## src/rtl/mem_master.sv

```systemverilog
// mem_master: splits one CPU word load/store into word_bytes byte transactions on
// the memory read/write/ready handshake, assembling loads little-endian.
module mem_master #(
  parameter int addr_width = 8,
  parameter int word_bytes = 2,
  parameter int timeout    = 16
) (
  input  logic                    clk,
  input  logic                    reset,
  input  logic [addr_width-1:0]   cpu_addr,
  input  logic [8*word_bytes-1:0] cpu_wdata,
  input  logic                    cpu_read,
  input  logic                    cpu_write,
  output logic [8*word_bytes-1:0] cpu_rdata,
  output logic                    cpu_busy,
  output logic                    cpu_done,
  output logic                    cpu_error,
  output logic [addr_width-1:0]   mem_address,
  output logic [7:0]              mem_data_out,
  input  logic [7:0]              mem_data_in,
  output logic                    mem_read,
  output logic                    mem_write,
  input  logic                    mem_ready
);

  localparam int DW = 8 * word_bytes;
  localparam int IW = (word_bytes > 1) ? $clog2(word_bytes) : 1;
  localparam int CW = $clog2(timeout + 1);
  localparam logic [IW-1:0] LAST_IDX = IW'(word_bytes - 1);
  localparam logic [CW-1:0] TO_CNT   = CW'(timeout);

  typedef enum logic [1:0] {
    IDLE   = 2'd0,
    ACCESS = 2'd1,
    GAP    = 2'd2,
    DONE   = 2'd3
  } state_t;

  state_t                state_q, state_d;
  logic [addr_width-1:0] addr_q, addr_d;
  logic [DW-1:0]         wdata_q, wdata_d;
  logic [DW-1:0]         shadow_q, shadow_d;
  logic [DW-1:0]         rdata_q, rdata_d;
  logic                  is_read_q, is_read_d;
  logic [IW-1:0]         idx_q, idx_d;
  logic [IW-1:0]         idx_next;
  logic [CW-1:0]         cnt_q, cnt_d;
  logic [CW-1:0]         cnt_inc;
  logic                  busy_q, busy_d;
  logic                  done_q, done_d;
  logic                  error_q, error_d;
  logic [addr_width-1:0] maddr_q, maddr_d;
  logic [7:0]            mdout_q, mdout_d;
  logic                  mrd_q, mrd_d;
  logic                  mwr_q, mwr_d;

  assign cpu_rdata    = rdata_q;
  assign cpu_busy     = busy_q;
  assign cpu_done     = done_q;
  assign cpu_error    = error_q;
  assign mem_address  = maddr_q;
  assign mem_data_out = mdout_q;
  assign mem_read     = mrd_q;
  assign mem_write    = mwr_q;

  // Next-state and next-output logic; every output is computed one cycle ahead.
  always_comb begin
    state_d   = state_q;
    addr_d    = addr_q;
    wdata_d   = wdata_q;
    shadow_d  = shadow_q;
    rdata_d   = rdata_q;
    is_read_d = is_read_q;
    idx_d     = idx_q;
    cnt_d     = cnt_q;
    maddr_d   = maddr_q;
    mdout_d   = mdout_q;
    mrd_d     = mrd_q;
    mwr_d     = mwr_q;
    done_d    = 1'b0;
    error_d   = 1'b0;
    idx_next  = idx_q + IW'(1);
    cnt_inc   = cnt_q + CW'(1);

    case (state_q)
      IDLE: begin
        if (cpu_read ^ cpu_write) begin
          addr_d    = cpu_addr;
          wdata_d   = cpu_wdata;
          is_read_d = cpu_read;
          idx_d     = {IW{1'b0}};
          cnt_d     = {CW{1'b0}};
          maddr_d   = cpu_addr;
          mdout_d   = cpu_wdata[7:0];
          mrd_d     = cpu_read;
          mwr_d     = cpu_write;
          state_d   = ACCESS;
        end else if (cpu_read && cpu_write) begin
          done_d  = 1'b1;
          error_d = 1'b1;
          state_d = DONE;
        end else begin
          state_d = IDLE;
        end
      end
      ACCESS: begin
        if (mem_ready) begin
          if (is_read_q) begin
            shadow_d[{idx_q, 3'b000} +: 8] = mem_data_in;
          end else begin
            shadow_d = shadow_q;
          end
          cnt_d   = {CW{1'b0}};
          mrd_d   = 1'b0;
          mwr_d   = 1'b0;
          state_d = GAP;
        end else if (cnt_inc == TO_CNT) begin
          // Memory never answered this byte: abandon the word.
          cnt_d   = {CW{1'b0}};
          mrd_d   = 1'b0;
          mwr_d   = 1'b0;
          done_d  = 1'b1;
          error_d = 1'b1;
          state_d = DONE;
        end else begin
          cnt_d = cnt_inc;
        end
      end
      GAP: begin
        if (idx_q == LAST_IDX) begin
          done_d  = 1'b1;
          error_d = 1'b0;
          if (is_read_q) begin
            rdata_d = shadow_q;
          end else begin
            rdata_d = rdata_q;
          end
          state_d = DONE;
        end else begin
          idx_d   = idx_next;
          maddr_d = addr_q + addr_width'(idx_next);
          mdout_d = wdata_q[{idx_next, 3'b000} +: 8];
          mrd_d   = is_read_q;
          mwr_d   = ~is_read_q;
          state_d = ACCESS;
        end
      end
      DONE: begin
        state_d = IDLE;
      end
      default: begin
        mrd_d   = 1'b0;
        mwr_d   = 1'b0;
        state_d = IDLE;
      end
    endcase

    busy_d = (state_d != IDLE);
  end

  // State and registered outputs; reset clears everything including the load result.
  always_ff @(posedge clk) begin
    if (reset) begin
      state_q   <= IDLE;
      addr_q    <= {addr_width{1'b0}};
      wdata_q   <= {DW{1'b0}};
      shadow_q  <= {DW{1'b0}};
      rdata_q   <= {DW{1'b0}};
      is_read_q <= 1'b0;
      idx_q     <= {IW{1'b0}};
      cnt_q     <= {CW{1'b0}};
      busy_q    <= 1'b0;
      done_q    <= 1'b0;
      error_q   <= 1'b0;
      maddr_q   <= {addr_width{1'b0}};
      mdout_q   <= 8'h00;
      mrd_q     <= 1'b0;
      mwr_q     <= 1'b0;
    end else begin
      state_q   <= state_d;
      addr_q    <= addr_d;
      wdata_q   <= wdata_d;
      shadow_q  <= shadow_d;
      rdata_q   <= rdata_d;
      is_read_q <= is_read_d;
      idx_q     <= idx_d;
      cnt_q     <= cnt_d;
      busy_q    <= busy_d;
      done_q    <= done_d;
      error_q   <= error_d;
      maddr_q   <= maddr_d;
      mdout_q   <= mdout_d;
      mrd_q     <= mrd_d;
      mwr_q     <= mwr_d;
    end
  end

endmodule

```

## config.mk

```make
export PLATFORM = sky130hd
export DESIGN_NAME = mem_master
export DESIGN_NICKNAME = d
export VERILOG_FILES = /design/src/rtl/mem_master.sv
export SDC_FILE = /design/constraint.sdc
export NUM_CORES = 1
export LEC_CHECK = 0
export CORE_MARGIN = 5
export CORE_UTILIZATION = 45
export CTS_CLUSTER_SIZE = 24
export DETAILED_ROUTE_END_ITERATION = 16
export PLACE_DENSITY = 0.82
export SLEW_MARGIN = 20
export SYNTH_ARGS = -nofsm -noshare
export SYNTH_HDL_FRONTEND = slang
export SYNTH_SLANG_ARGS = --single-unit
```

## constraint.sdc

```tcl
create_clock -name clk -period 1.97 [get_ports clk]
set_input_delay 0.197 -clock clk [delete_from_list [all_inputs] [get_ports clk]]
set_output_delay 0.197 -clock clk [all_outputs]
set_load 0.05 [all_outputs]
```

After elaboration in Yosys (flattened, before gate mapping)
Index checks and enable logic that the tools add are counted.
- flip-flop bits (word level): 86
- bits of input ports: 37
- output and inout port bits: 37
- word-level logic and storage cells: 79
- add/subtract/negate cells: 4
- equal/unequal tests: 7
- shift-type cells: 3
- mux-type cells: 35
- bitwise gates (word level): 2
- reduce and logical (&&, ||, !) cells: 13
- operators by type and width (operator ; count):
    8-bit two-way mux ; 4
    8-bit case mux with 2 select lines ; 2
    16-bit bitwise mux ; 1
    8-bit by 6-bit variable shift with 16-bit output, first input constant ; 1
    16-bit by 5-bit indexed part select with 8-bit output ; 1
    8-bit by 6-bit indexed part select with 16-bit output ; 1
    5-bit two-way mux ; 3
    1-bit two-way mux ; 13
    2-bit two-way mux ; 5
    5-bit case mux with 2 select lines ; 1
    1-bit case mux with 3 select lines ; 3
    3-bit AND reduction ; 3
    8-bit by 1-bit adder with 8-bit output ; 1
    2-bit case mux with 4 select lines ; 1
    4-bit negator with 6-bit output ; 1
    2-bit AND reduction ; 3
    2-bit nonzero test ; 3
    5-bit by 1-bit adder with 5-bit output, second input constant ; 1
    5-bit == test, second input constant ; 1
    2-bit == test, second input constant ; 2
    2-bit != test, second input constant ; 2
    1-bit case mux with 2 select lines ; 2
    4-bit AND reduction ; 1
    3-bit != test, second input constant ; 1
    7 further kinds ; 7

Depth between registers and ports, before layout
Gate-level depths: netlist of the first run.
- depth in word-level cells: 6
- gate-level depth with buffers: 9
- mapped depth without buffers: 8

Least setup slack after synthesis of the first run
Ideal clock, no wire load.
- path kind: flip-flop to flip-flop
- start point: register state_q[0]
- end point: register maddr_q[5], in the netlist mem_address[5]
- library setup time: 0.114 ns
- arrival: 1.577 ns
- data required time: 1.856 ns
- slack: 0.279 ns
- cell stages (with the launch flop): 8
- path buffers: 2
- clock period less this slack: 1.691 ns
- cell sequence: dfxtp_1 > inv_1 > ha_1 > buf_2 > nand2b_1 > o211ai_1 > buf_2 > a2111oi_0
- longest elaborated chain between the ends: 3
- elaborated cells on any way between the ends: 7
- classes of those cells: 3 x eq/ne; 1 x mux; 3 x reduce/logical
- ends and longest elaborated chain (element ; RTL line ; text):
    start, declared ; 39 ; state_t state_q, state_d;
    start signal, assigned ; 180 ; state_q <= state_d;
    2-bit == test or 2-bit logical NOT (tied branches) ; 85 ; case (state_q)
    2-bit != test (no source line) or 2-bit nonzero test (tied branches) ; -- ;
    3-bit AND reduction (no source line) ; -- ;
    end signal, assigned ; 175 ; maddr_q <= {addr_width{1'b0}};
    end signal, assigned ; 191 ; maddr_q <= maddr_d;
    end, declared ; 52 ; logic [addr_width-1:0] maddr_q, maddr_d;
Several ways; a longest one is shown, not always the timed one.
A chain may end at the register's enable or synchronous reset.

Final worst setup path of the first run
Ends and elaborated chain as after synthesis.

==> results of run 1 <==
worst reg2reg max path, cell delays in order (launching register included):
cell and delay, ps:
dfxtp_1 400, inv_1 90, ha_1 310, nand2b_1 140
o211ai_1 170, buf_12 210, a2111oi_0 390
synthesized netlist by cell type (all sizes together):
cell type,instances
o22ai,1
buf,7
o221a,1
o21ai,4
ha,9
nand2,126
a2bb2oi,1
o41a,2
nor2,35
a32oi,1
a211oi,14
inv,9
nand4b,1
nand2b,2
a22oi,1
nor3,3
a211o,1
a31oi,2
or3,1
a21o,1
nand3,9
dfxtp,86
mux2i,12
clkbuf,21
xnor2,2
a21oi,77
nor2b,3
nand4,2
mux2,1
o211ai,3
a2111oi,1
or2,2
and2,1
and3,5
xor2,4
worst paths after layout:
check | end | slack [ps] | cells after the start
worst max register to register | mem_address[5] | 160 | 6
worst min-delay path | mem_address[1] | 290 | 2
worst max-delay path | mem_address[5] | 160 | 6
worst min register to register | cpu_rdata[3] | 450 | 2
layout make-up:
cell class	instances	area (um^2)	share of cell area
Multi-Input combinational cell	328	1710	0.366
Sequential cell	86	1720	0.368
Tap cell	102	128	0.0272
Clock buffer	9	124	0.0264
Timing Repair Buffer	90	866	0.185
Inverter	9	33.8	0.00721
Clock inverter	7	97.6	0.0208
registers in the layout, indices dropped and copies added, names as in the netlist, 2 cells and up:
signal,cells
cpu_rdata,16
shadow_q,16
wdata_q,16
addr_q,8
mem_address,8
mem_data_out,8
cnt_q,5
state_q,2
metal layers:
metal	wire length, um	track usage	up-vias
met2	4500	0.323	120
met4	147	0.0630	0
met3	552	0.0421	13
met1	3550	0.202	1572
li1	-	-	1657
met5	0	0	-
through the flow:
stage / util / power (W)
final: 0.606 / 0.00629
after global placement: 0.578 / 0.00489
after detailed placement: 0.578 / 0.00497
after floorplan: - / 0.00406
after global routing: 0.606 / 0.00666
after CTS: 0.606 / 0.00633
cells by family (layout without fill, tap and decap cells):
group,count (synthesis),count (layout),synth area share
and+or+nand+nor,190,190,0.217
AOI/OAI and AO/OA,110,110,0.177
DFF,86,86,0.481
buffers and inverters,37,115,0.0405
muxes,13,13,0.0377
adders and majority gates,9,9,0.0314
xor gates and xnor gates,6,6,0.0147
cells in the final DEF, fill, tap and decap left out, types with 2 or more instances in the layout:
master	n
inv_1	7
o211ai_1	3
nor2_1	35
clkbuf_8	9
dfxtp_1	86
o21ai_1	3
nor3_1	3
o41a_1	2
buf_4	16
nand2b_1	2
and3_1	4
bufinv_16	2
xnor2_1	2
a21oi_1	77
nand4_1	2
a31oi_1	2
or2_1	2
ha_1	9
xor2_1	4
inv_2	2
nand2_1	126
a211oi_1	14
clkinvlp_4	2
nor2b_1	3
mux2i_1	12
clkdlybuf4s50_1	72
nand3_1	9
report_power, final:
part | total [W] | internal, W | switching [W]
sequential | 0.00225 | 0.00204 | 0.000204
clock | 0.00136 | 0.000717 | 0.000638
combinational | 0.00268 | 0.00101 | 0.00168
total | 0.00629 | 0.00377 | 0.00252
==> results.py, run 1 <==
metrics = {
    "grt": {
        "grt_max_degree": 33,
        "track_usage": 0.178,
        "grt_pass1_wl_mm": 14.2,
        "grt_pass1_vias": 3164,
        "grt_antenna_before_repair": 0,
        "grt_overflow_total": 0,
    },
    "detailed_routing": {
        "routed_wl_mm": 8.75,
        "wl_per_cell_um": 13.9,
        "drcViolationCount": 0,
        "num_vias": 3362,
        "first_pass_iters": 5,
        "drt_first_iter_violations": 153,
        "final_antenna_net_count": 0,
        "drt-vias-per-instance": 5.33,
    },
    "finish": {
        "syn_to_final_growth_pct": 30.8,
        "final_nets": 570,
        "fillers": 681,
        "final_area_mm2": 0.00468,
        "final_cells": 631,
        "antennaDiodeCount": 0,
        "final_layout_size_suffix_gt1_frac": 0.0737,
    },
    "clock_tree": {
        "clk_latency_ps": 360,
        "clk_pin_slew_ps": 80,
        "post_cts_resized": 0,
        "postCtsSetupBuffers": 0,
        "cts_made_buffers": 9,
        "root_buffer": "clkbuf_8",
        "ctsHoldBuffers": 0,
        "cts_max_level": 3,
        "cts_tree": "yes",
        "cts.sinks": 86,
        "cts_buffer_depth": 2,
    },
    "floorplan": {
        "floorplan.rows": 32,
        "die-area_mm2": 0.00984,
        "coreArea_mm2": 0.00773,
        "initial_utilization": 0.463,
        "io_pins": 74,
        "die_h_um": 99.2,
        "dieWidth_um": 99.2,
    },
    "sta": {
        "fmaxAchievable_mhz": 552,
        "post-route-period-util": 0.920,
        "final_max_slew_viol_count": 0,
        "finClkSkew_ps": 7.70,
        "max_slew.worst_pin.slew_ps": 531,
        "setup_violations": 0,
        "hold_viol": 0,
        "maxSlewHeadroom": 0.646,
        "period_needed_ps": 1810,
        "setup_ws_ps": 158,
        "rsz0062_at_grt": "no",
        "whs_ps": 289,
        "fin_tns_setup_ps": 0,
    },
    "place": {
        "place_area_mm2": 0.00446,
        "dpl.hpwl_mm": 6.37,
        "routabilityCongestion": 0.809,
        "place_ws_ps": -88.2,
        "io_buffers": 73,
        "dp_cells": 615,
    },
    "power": {
        "p_per_area_mw_per_mm2": 1340,
        "peakVddDrop_v": 0.000883,
        "p_leak_nw": 1.70,
    },
    "worst_setup_path": {
        "worstSetupPathType": "reg2reg",
        "crit_chain": "inv_1 > ha_1 > nand2b_1 > o211ai_1 > buf_12 > a2111oi_0",
        "critical_path.max_stage_delay_ps": 400,
        "cp.required_ps": 2220,
        "worst_setup_path_end_kind": "register",
        "worst_ep_arrival_time_ps": 2060,
        "crit_family": "compound AO/OA/AOI/OAI gates",
        "crit_path_start": "state_q[0]",
        "startpoint_type": "register",
        "path_buf_inv": 2,
        "r2r-start": "state_q[0]",
        "cp_slowest_cell": "dfxtp_1",
        "cp_max_fo": 30,
    },
    "run": {
        "drv_cap": 0,
    },
    "synth": {
        "ys_warn_count": 0,
        "synth_top_cell_by_area": "dfxtp_1",
        "seq_area_frac_synth": 0.481,
        "syn_avg_cell_area_um2": 7.94,
        "ys_seq_elements": 86,
        "synth.top_cell.area_share": 0.481,
        "ys_types": 39,
        "syn_nets": 497,
        "synth.area.top_cells": "dfxtp_1 48%, nand2_1 13%, a21oi_1 11%, nor2_1 3.7%, mux2i_1 3.4%",
        "syn_inst": 451,
        "netlist_area_mm2": 0.00358,
    },
    "run_status": {
        "outcome": "finished, final reports clean",
    },
    "min_path": {
        "hp-start": "reset",
        "min_path_type": "in2reg",
    },
}
Note: power is estimated with default switching activity, not from simulation.
==> run 2, diff against run 1 <==
SKIP_LAST_GASP = 1   (was not set)
==> results of run 2 <==
No change in the layout: final DEF, timing and power equal those of run 1.
==> run 3, diff against run 2 <==
SLEW_MARGIN = 10   (was 20)
==> results of run 3 <==
No change in the layout: final DEF, timing and power equal those of run 1.
